==> config.mk <==
export PLATFORM = sky130hd
export DESIGN_NAME = inst_fetch
export DESIGN_NICKNAME = d
export VERILOG_FILES = /design/src/rtl/inst_fetch_pkg.sv /design/src/rtl/inst_fetch_redirect_buf.sv /design/src/rtl/inst_fetch.sv
export SDC_FILE = /design/constraint.sdc
export NUM_CORES = 1
export LEC_CHECK = 0
export BUFFER_PORTS_ARGS = -buffer_cell sky130_fd_sc_hd__buf_4
export CELL_PAD_IN_SITES_DETAIL_PLACEMENT = 1
export CELL_PAD_IN_SITES_GLOBAL_PLACEMENT = 1
export CORE_ASPECT_RATIO = 0.6
export CORE_UTILIZATION = 38
export DETAILED_ROUTE_END_ITERATION = 10
export PLACE_DENSITY_LB_ADDON = 0.1
export SYNTH_ARGS = -nofsm -noshare
export SYNTH_HDL_FRONTEND = slang
export SYNTH_SLANG_ARGS = --single-unit
==> constraint.sdc <==
create_clock -name clk -period 5.2 [get_ports clk]
set_input_delay 0.78 -clock clk [delete_from_list [all_inputs] [get_ports clk]]
set_output_delay 0.78 -clock clk [all_outputs]
set_load 0.02 [all_outputs]
==> src/rtl/inst_fetch_pkg.sv <==
// Shared widths, stall encoding and reset PC for the instruction-fetch stage.
package inst_fetch_pkg;

    localparam int StallBus    = 6;
    localparam int IF_TO_ID_WD = 33;
    localparam int BR_WD       = 33;

    localparam logic Stop   = 1'b1;
    localparam logic NoStop = 1'b0;

    // One word below the MIPS boot vector, so the first fetch after reset
    // lands on 32'hBFC0_0000.
    localparam logic [31:0] RESET_PC_M4 = 32'hBFBF_FFFC;

    // Split the decode-stage redirect bus into its enable and target.
    function automatic logic br_enable(input logic [BR_WD-1:0] bus);
        return bus[BR_WD-1];
    endfunction

    function automatic logic [31:0] br_target(input logic [BR_WD-1:0] bus);
        return bus[31:0];
    endfunction

endpackage

==> src/rtl/inst_fetch_redirect_buf.sv <==
// One-entry buffer that holds a branch/jump target which arrived while the PC
// was frozen, so the redirect survives until the stall releases.
module redirect_buf
    import inst_fetch_pkg::*;
(
    input  logic        clk,
    input  logic        rst,
    input  logic        capture_i,   // load target into an empty entry
    input  logic        overwrite_i, // replace the target of a valid entry
    input  logic        clear_i,     // PC advanced; the entry has been consumed
    input  logic [31:0] addr_i,
    output logic        pend_v_o,
    output logic [31:0] pend_addr_o
);

    logic        pend_v_q;
    logic [31:0] pend_addr_q;

    // Entry update: clear wins over any load in the same cycle.
    always_ff @(posedge clk) begin
        // NOTE: non-blocking assignments keep every register sampling the
        // pre-edge values, regardless of statement order.
        if (rst) begin
            pend_v_q    <= 1'b0;
            // NOTE: the address is reset too although pend_v qualifies it;
            // a single 32-bit register is cheap and keeps traces clean.
            pend_addr_q <= 32'h0;
        end else if (clear_i) begin
            pend_v_q    <= 1'b0;
        end else if (capture_i || overwrite_i) begin
            pend_v_q    <= 1'b1;
            pend_addr_q <= addr_i;
        end
    end

    assign pend_v_o    = pend_v_q;
    assign pend_addr_o = pend_addr_q;

endmodule

==> src/rtl/inst_fetch.sv <==
// Instruction-fetch stage: owns the PC, drives the instruction SRAM read port
// and forwards {ce, pc} to decode. Decode redirects arrive on br_bus; the
// instruction in the delay slot is never squashed.
module inst_fetch
    import inst_fetch_pkg::*;
(
    input  logic                   clk,
    input  logic                   rst,
    input  logic [StallBus-1:0]    stall,
    input  logic [BR_WD-1:0]       br_bus,
    output logic [IF_TO_ID_WD-1:0] if_to_id_bus,
    output logic                   inst_sram_en,
    output logic [3:0]             inst_sram_wen,
    output logic [31:0]            inst_sram_addr,
    output logic [31:0]            inst_sram_wdata
);

    typedef enum logic [1:0] {
        IDLE,    // reset cycle, nothing fetched yet
        RUN,     // PC advances every edge
        HOLD,    // PC frozen, no redirect waiting
        HOLD_BR  // PC frozen, redirect waiting in the buffer
    } state_e;

    state_e      state;
    logic [31:0] pc_q, pc_d;
    logic        ce_q, ce_d;
    logic        br_e;
    logic [31:0] br_addr;
    logic [31:0] next_pc;
    logic        pend_v;
    logic [31:0] pend_addr;
    logic        buf_capture, buf_overwrite, buf_clear;
    logic        unused_stall;

    assign br_e         = br_enable(br_bus);
    assign br_addr      = br_target(br_bus);
    // Only bit 0 concerns this stage; the rest belong to later stages.
    assign unused_stall = ^stall[StallBus-1:1];

    // Live redirect beats a buffered one, which beats sequential fetch.
    assign next_pc = br_e   ? br_addr   :
                     pend_v ? pend_addr :
                              pc_q + 32'd4;

    // State is a pure decode of the registers and the stall input.
    always_comb begin
        if (!ce_q)                   state = IDLE;
        else if (stall[0] == NoStop) state = RUN;
        else if (pend_v)             state = HOLD_BR;
        else                         state = HOLD;
    end

    // Next PC and redirect-buffer controls for the current state.
    always_comb begin
        // NOTE: every output gets a default first, so no path leaves a
        // signal unassigned and no latch is inferred.
        pc_d          = pc_q;
        ce_d          = ce_q;
        buf_capture   = 1'b0;
        buf_overwrite = 1'b0;
        buf_clear     = 1'b0;
        unique case (state)
            IDLE, RUN: begin
                pc_d      = next_pc;
                ce_d      = 1'b1;
                buf_clear = 1'b1;
            end
            HOLD:    buf_capture   = br_e;
            HOLD_BR: buf_overwrite = br_e;
            default: ;
        endcase
    end

    // PC and chip-enable registers; these drive the SRAM port directly.
    always_ff @(posedge clk) begin
        if (rst) begin
            pc_q <= RESET_PC_M4;
            ce_q <= 1'b0;
        end else begin
            pc_q <= pc_d;
            ce_q <= ce_d;
        end
    end

    redirect_buf u_redirect_buf (
        .clk         (clk),
        .rst         (rst),
        .capture_i   (buf_capture),
        .overwrite_i (buf_overwrite),
        .clear_i     (buf_clear),
        .addr_i      (br_addr),
        .pend_v_o    (pend_v),
        .pend_addr_o (pend_addr)
    );

    assign inst_sram_en    = ce_q;
    assign inst_sram_wen   = 4'b0000;
    assign inst_sram_addr  = pc_q;
    assign inst_sram_wdata = 32'h0;
    assign if_to_id_bus    = {ce_q, pc_q};

endmodule

* Word-level counts from Yosys, hierarchy flattened *
Index checks and enable logic that the tools add are counted.

storage, ports and cells
  register bits after elaboration = 66
  output and inout port bits = 102
  logic and storage cells = 22

operators by class
  $add $sub $neg = 1
  equal/unequal tests = 3
  multiplexer cells = 8
  bitwise logic cells = 1
  reduce and logical (&&, ||, !) cells = 5

operator list
  kind                                                 number
  two-way mux 32 bit                                   2
  adder 32 x 3 -> 32 bit, second input constant        1
  equality test 2 bit, second input constant           2
  two-way mux 1 bit                                    4
  two-way mux 2 bit                                    2
  OR reduction 2 bit                                   2
  equality test 2 x 1 -> 1 bit, second input constant  1
  zero test 2 bit                                      1
  AND reduction 2 bit                                  1
  logical OR 1 bit                                     1
  NOT 1 bit                                            1

* Logic depth before layout (Yosys ltp) *
Gate-level depths: netlist (run 1).

  depth after elaboration = 8
  gate-level depth with buffers = 7
  gate-level depth less buffers = 6

* Cells and area by module *
A second synthesis (run 1) with hierarchy kept.

unflattened totals
  cell total of the unflattened synthesis = 512
  area total of the unflattened synthesis = 4,330.4 um2

modules (own cells, without submodules)
  module        instances  cells each  area each (um2)
  inst_fetch    1          369         2,830.2
  redirect_buf  1          143         1,500.2

* Least setup slack after synthesis (run 1) *
OpenSTA, ideal clock, no wires.

  path type = input to register
  start point = in br_bus[32]
  end point = reg pc_q[10] (netlist: inst_sram_addr[10])
  arrival = 1.995 ns
  required time = 5.078 ns
  slack = 3.083 ns
  cell stages on the path = 5
  path buffers = 3
  cells stage by stage = clkbuf_1 -> clkbuf_1 -> buf_1 -> o21ai_0 -> a221o_1

between the ends
  cells in the longest elaborated chain, start to end = 1

RTL lines
  what                  RTL line          source
  start, declared       inst_fetch.sv:10  input logic [BR_WD-1:0] br_bus,
  two-way mux 32 bit    inst_fetch.sv:42  assign next_pc = br_e ? br_addr :
  end signal, assigned  inst_fetch.sv:81  pc_q <= pc_d;
  end, declared         inst_fetch.sv:26  logic [31:0] pc_q, pc_d;

No other way between the ends.
A chain may end at the register's enable or synchronous reset.

* Worst setup path after layout (run 1) *
  start point = in br_bus[32]
  end point = reg pc_q[30] (netlist: inst_sram_addr[30])

Same word-level chain as after synthesis.

==> qor.yml, run 1 <==
cts_buffer_depth: 2
synth.distinct_cells: 53
cts_resized: 0
viasPerCell: 5.45
clk_latency_ns: 0.33
post-cts-setup-buffers: 0
total_power_mw: 1.52
syn_inst: 572
detail_route.wl_per_cell_um: 17.6
power.density_nw_per_um2: 314
die_y_um: 82.9
drive_gt1_share_pct: 20.5
start_util_pct: 39.1
ys_ff_latch: 66
grt_max_degree: 72
rsz0062_at_grt: "no"
maxSlewViolCount: 0
endpoint: "inst_sram_addr[30]"
final_common_cell: "nand2_1"
ios: 143
overflow: 0
critical_path_class: "input pin to flop"
max_freq_ghz: 0.382
root_buffer: "clkbuf_16"
routed_wirelength_um: 13300
synth-edff-count: 0
die-width_um: 137
worst-path-max-fanout: 71
yosysTopAreaCell: "dfxtp_1"
dpl.hpwl_um: 8960
synth-main-ff-cell: "dfxtp_1"
vias: 4128
dp_slack_ns: 2.23
ys_seq_area_share_pct: 31.9
final_area_um2: 4830
status: "completed"
synth.top_cell.area_share_pct: 31.9
final_nets: 657
async_reset_ff_share_pct: 0
p_leak_nw: 1.96
finClkSkew_ns: 0.00757
io_buffers: 101
drcViolationCount: 0
reg2reg_slack_ns: 2.93
drv_cap: 0
grt_pass1_wl_um: 21300
first_iter_violations: 173
timing.rr.end: "inst_sram_addr[20]"
hold_viol_final: 0
synth_area_um2: 4150
reg2reg_from: "inst_sram_addr[2]"
tns_ns: 0
first_pass_iters: 4
grt_usage_pct: 23.9
final_cell_mix: "nand2_1, buf_4, dfxtp_1"
core_um2: 10600
setup_viol: 0
setup.worst_path.start_class: "input pin"
rows: 29
cts_hold_buf: 0
setup_ws_ns: 2.58
period_share_pct: 50.4
grt_antenna_before_repair: 0
startpoint: "br_bus[32]"
post-route-min-period_ns: 2.62
multi_input_area_um2: 2240
cts.sinks: 66
required_ns: 5.39
yosysWarnings: 0
gp_congestion: 0.767
placed_area_um2: 4570
ir_drop_mv: 0.155
cts_tree: "built"
grt_pass1_vias: 4057
ys_top_cells_by_area: "dfxtp_1, buf_4, nand2_1, a21oi_1, o21ai_0"
htreeDepth: 3
die_area_um2: 11400
fillers: 1366
worstMarginPinSlew_ns: 0.994
cts_made_buffers: 9
register_area_um2: 1320
ant_nets: 0
num_antenna_cells: 0
clkSlewWorstSetupHoldPaths_ns: 0.05
syn_to_final_growth_pct: 16.3
endpoint_kind: "flop"
hp-class: "flop to flop"
r2r_cells: 5
relSlewSlack_pct: 33.5
avgSynthCellArea_um2: 7.25
critPathArrivalTime_ns: 2.81
-- per-stage QoR --
stage,utilization (%),hold WS [ns],instances
after floorplan,-,0.431,607
after global placement,43.2,0.437,743
after detailed placement,43.2,0.444,743
after CTS,45.5,0.452,758
after global routing,45.5,0.484,758
final,45.5,0.448,758
-- worst min path at each step --
stage	depth (start not counted)	slack [ns]	end	from
2_1_floorplan	2	0.43	u_redirect_buf.pend_addr_o[0]	u_redirect_buf.pend_addr_o[0]
3_3_place_gp	2	0.44	u_redirect_buf.pend_addr_o[20]	u_redirect_buf.pend_addr_o[20]
3_5_place_dp	2	0.44	u_redirect_buf.pend_addr_o[18]	u_redirect_buf.pend_addr_o[18]
4_1_cts	2	0.45	u_redirect_buf.pend_addr_o[18]	u_redirect_buf.pend_addr_o[18]
5_1_grt	2	0.48	u_redirect_buf.pend_addr_o[21]	u_redirect_buf.pend_addr_o[21]
6_report	2	0.45	u_redirect_buf.pend_addr_o[18]	u_redirect_buf.pend_addr_o[18]
-- power by group --
group          internal (mW)  leakage (nW)  switching (mW)
Combinational          0.144          1.29           0.245
Clock                  0.317         0.129           0.222
Sequential             0.539         0.543          0.0505
Total                   1.00          1.96           0.518
-- kinds of logic (layout without fill, tap and decap cells) --
logic type	Yosys count	in the layout	synth area share [%]
AO/OA/AOI/OAI	139	139	20.0
XOR/XNOR	3	3	0.634
adder cells (fa/ha/maj)	1	1	0.302
buffers and inverters	119	131	17.2
flip-flops	66	66	31.9
multiplexers	14	14	3.41
other	1	36	0.0904
AND/OR/NAND/NOR	229	229	26.5
-- cell type report --
class                           count  area share [%]
Timing Repair Buffer              106            16.5
Tap cell                          139            3.60
Multi-Input combinational cell    422            46.5
Sequential cell                    66            27.4
Clock buffer                       11            4.82
Inverter                           10           0.778
Clock inverter                      4           0.415
-- per-layer routing --
metal / vias up / wire, um / track usage (%)
met1: 2026 / 6320 / 32.5
met5: - / 0 / 0
met4: 0 / 79 / 5.59
met2: 119 / 6230 / 38.8
met3: 10 / 673 / 4.82
li1: 1973 / - / -
-- state kept, by name, indices dropped and copies added (netlist names) --
register / flops
inst_sram_addr: 32
inst_sram_en: 1
u_redirect_buf.pend_addr_o: 32
u_redirect_buf.pend_v_o: 1
-- Yosys cell counts (2+ instances only) --
cell type and instances:
and4_1 4, a211oi_1 4, buf_4 69, or3_1 5, a31oi_1 4, nand4_1 10
nor4_1 8, inv_1 10, o211ai_1 4, nand3b_1 2, o21ai_0 30, a311oi_1 2
nor2_1 22, a2111oi_0 2, nor2b_1 4, xnor2_1 2, a41oi_1 2, and3_1 5
a21oi_1 65, buf_1 5, nand2b_1 6, nor3b_1 4, nor3_1 15, mux2i_1 13
dfxtp_1 66, o31ai_1 7, nand3_1 15, or2_2 2, o22ai_1 3, a221o_1 5
o21a_1 3, nand2_1 119, clkbuf_1 34, and2_1 2
-- critical path: stages --
cell and delay (ns):
buf_4 0.33, nor2_1 0.86, nor2_1 0.37, o21a_1 0.28, mux2i_1 0.12, nor2_1 0.05
No activity file was read; power rests on OpenSTA's default activity.
==> run 2: changes to the inputs <==
--- a/config.mk
+++ b/config.mk
@@ -9,7 +9,7 @@
 export CELL_PAD_IN_SITES_DETAIL_PLACEMENT = 1
 export CELL_PAD_IN_SITES_GLOBAL_PLACEMENT = 1
 export CORE_ASPECT_RATIO = 0.6
-export CORE_UTILIZATION = 38
+export CORE_UTILIZATION = 32
 export DETAILED_ROUTE_END_ITERATION = 10
 export PLACE_DENSITY_LB_ADDON = 0.1
 export SYNTH_ARGS = -nofsm -noshare
==> constraint.sdc (replaced) <==
create_clock -name clk -period 2.35 [get_ports clk]
set_input_delay 0.3525 -clock clk [delete_from_list [all_inputs] [get_ports clk]]
set_output_delay 0.3525 -clock clk [all_outputs]
set_load 0.02 [all_outputs]
==> run 2 against run 1 <==
Critical endpoint is now inst_sram_addr[31]. Highest routed layer unchanged. Critical path depth shrank 1. Combinational power rose by 140%. Sequential power rose by 120%. Worst setup slack worse by 2.3 ns. Hold slack worse by 0.17 ns. Flip-flop and latch count unchanged.
==> qor.yml, run 2 (synthesis results as in run 1) <==
status: "completed"
setup.worst_path.start_class: "flop"
start_util_pct: 33.6  # -5.5 points
viasPerCell: 5.21  # -4.4%
cts_made_buffers: 9  # unchanged
die_area_um2: 13400  # +18%
die_y_um: 90.2  # +8.8%
wl_met2_um: 6320  # +1.4%
post-cts-setup-buffers: 0  # unchanged
critical_path_class: "flop to flop"
cts_resized: 0  # unchanged
p_leak_nw: 2.08  # +6.1%
rsz0062_at_grt: "no"
cts_hold_buf: 0  # unchanged
placed_area_um2: 4790  # +4.7%
hp-class: "input pin to flop"
routed_wirelength_um: 14100  # +6.2%
core_um2: 12300  # +16%
clk_latency_ns: 0.33  # about the same
maxSlewViolCount: 0  # unchanged
ir_drop_mv: 0.348  # +120%
final_cell_mix: "buf_4, nand2_1, dfxtp_1"
htreeDepth: 3  # unchanged
gp_congestion: 0.794  # +3.5%
stdcell_count: 805  # +6.2%
drcViolationCount: 0  # unchanged
drv_cap: 0  # unchanged
cts.sinks: 66  # unchanged
root_buffer: "clkbuf_16"
num_antenna_cells: 0  # unchanged
critPathArrivalTime_ns: 2.28  # -0.53 ns
cts_buffer_depth: 2  # unchanged
first_pass_iters: 4  # unchanged
dpl.hpwl_um: 9940  # +11%
tns_ns: 0  # unchanged
vias: 4192  # +1.6%
hold_viol_final: 0  # unchanged
grt_usage_pct: 21.3  # -2.6 points
grt_max_degree: 55  # -24%
rows: 31  # +6.9%
ant_nets: 0  # unchanged
dr_wl_met3_um: 839  # +25%
worstMarginPinSlew_ns: 0.722  # -0.272 ns
worst-path-max-fanout: 8  # -89%
final_nets: 678  # +3.2%
final_area_um2: 5070  # +5.2%
grt_pass1_vias: 3998  # -1.5%
first_iter_violations: 201  # +16%
required_ns: 2.56  # -2.83 ns
dp_cells: 790  # +6.3%
total_power_mw: 3.57  # +140%
setup_viol: 0  # unchanged
period_share_pct: 87.9
io_buffers: 101  # unchanged
wl_met1_um: 6870  # +8.8%
highest_layer: "met4"
relSlewSlack_pct: 51.7  # +18 points
grt_pass1_wl_um: 22100  # +4.0%
detail_route.wl_per_cell_um: 17.6  # about the same
clkSlewWorstSetupHoldPaths_ns: 0.05  # about the same
syn_to_final_growth_pct: 22.4
final_common_cell: "buf_4"
finClkSkew_ns: 0.00726  # -0.000305 ns
max_freq_ghz: 0.484
endpoint_kind: "flop"
cts_tree: "built"
grt_antenna_before_repair: 0  # unchanged
post-route-min-period_ns: 2.07
overflow: 0  # unchanged
die-width_um: 149  # +8.8%
drive_gt1_share_pct: 23.1  # +2.6 points
ios: 143  # unchanged
power.density_nw_per_um2: 703  # +120%
[run 2: cell count changes in the layout (fill, tap and decap cells not counted), sizes merged]
| cell | change |
|---|---|
| clkbuf | +1 |
| clkinv | -2 |
| bufinv | +1 |
| buf | +21 |
[run 2: final timing paths]
kind | from | to | slack [ns] | depth (start not counted)
worst max-delay path | inst_sram_addr[7] | inst_sram_addr[31] | 0.28 | 5
worst min-delay path | br_bus[25] | u_redirect_buf.pend_addr_o[25] | 0.27 | 3
worst max register to register | inst_sram_addr[7] | inst_sram_addr[31] | 0.28 | 5
worst min register to register | u_redirect_buf.pend_addr_o[1] | u_redirect_buf.pend_addr_o[1] | 0.46 | 2
[run 2: cell type report]
class	count	area [um^2]
Timing Repair Buffer	127	978
Tap cell	165	206
Clock inverter	3	40.0
Clock buffer	12	246
Sequential cell	66	1320
Inverter	10	37.5
Fill cell	1533	7260
Multi-Input combinational cell	422	2240
[run 2: where the power goes]
part           total, mW  switching [mW]  internal (mW)  leakage (nW)
registers           1.29          0.0941           1.19         0.543
logic              0.944           0.581          0.363          1.40
clock network       1.34           0.496          0.842         0.142
[run 2: layer usage]
| metal | track usage [%] | vias to the layer above |
|---|---|---|
| li1 | - | 2012 |
| met1 | 30.3 | 2061 |
| met2 | 33.1 | 109 |
| met3 | 4.31 | 10 |
| met4 | 4.08 | 0 |
| met5 | 0 | - |
[run 2: critical path: stages (launching register included)]
cell and delay (ns):
dfxtp_1 0.52, and3_1 0.32, nand2_1 0.26, nor4b_2 0.39, mux2i_1 0.12, or3_1 0.34
[run 2: per-stage QoR]
| step | util [%] | hold slack (ns) | worst slack (ns) |
|---|---|---|---|
| floorplan | - | 0.431 | 0.322 |
| global placement | 38.8 | 0.438 | 0.345 |
| detailed placement | 38.8 | 0.450 | 0.314 |
| CTS | 41.1 | 0.265 | 0.301 |
| global route | 41.1 | 0.279 | 0.114 |
| finish | 41.1 | 0.274 | 0.284 |
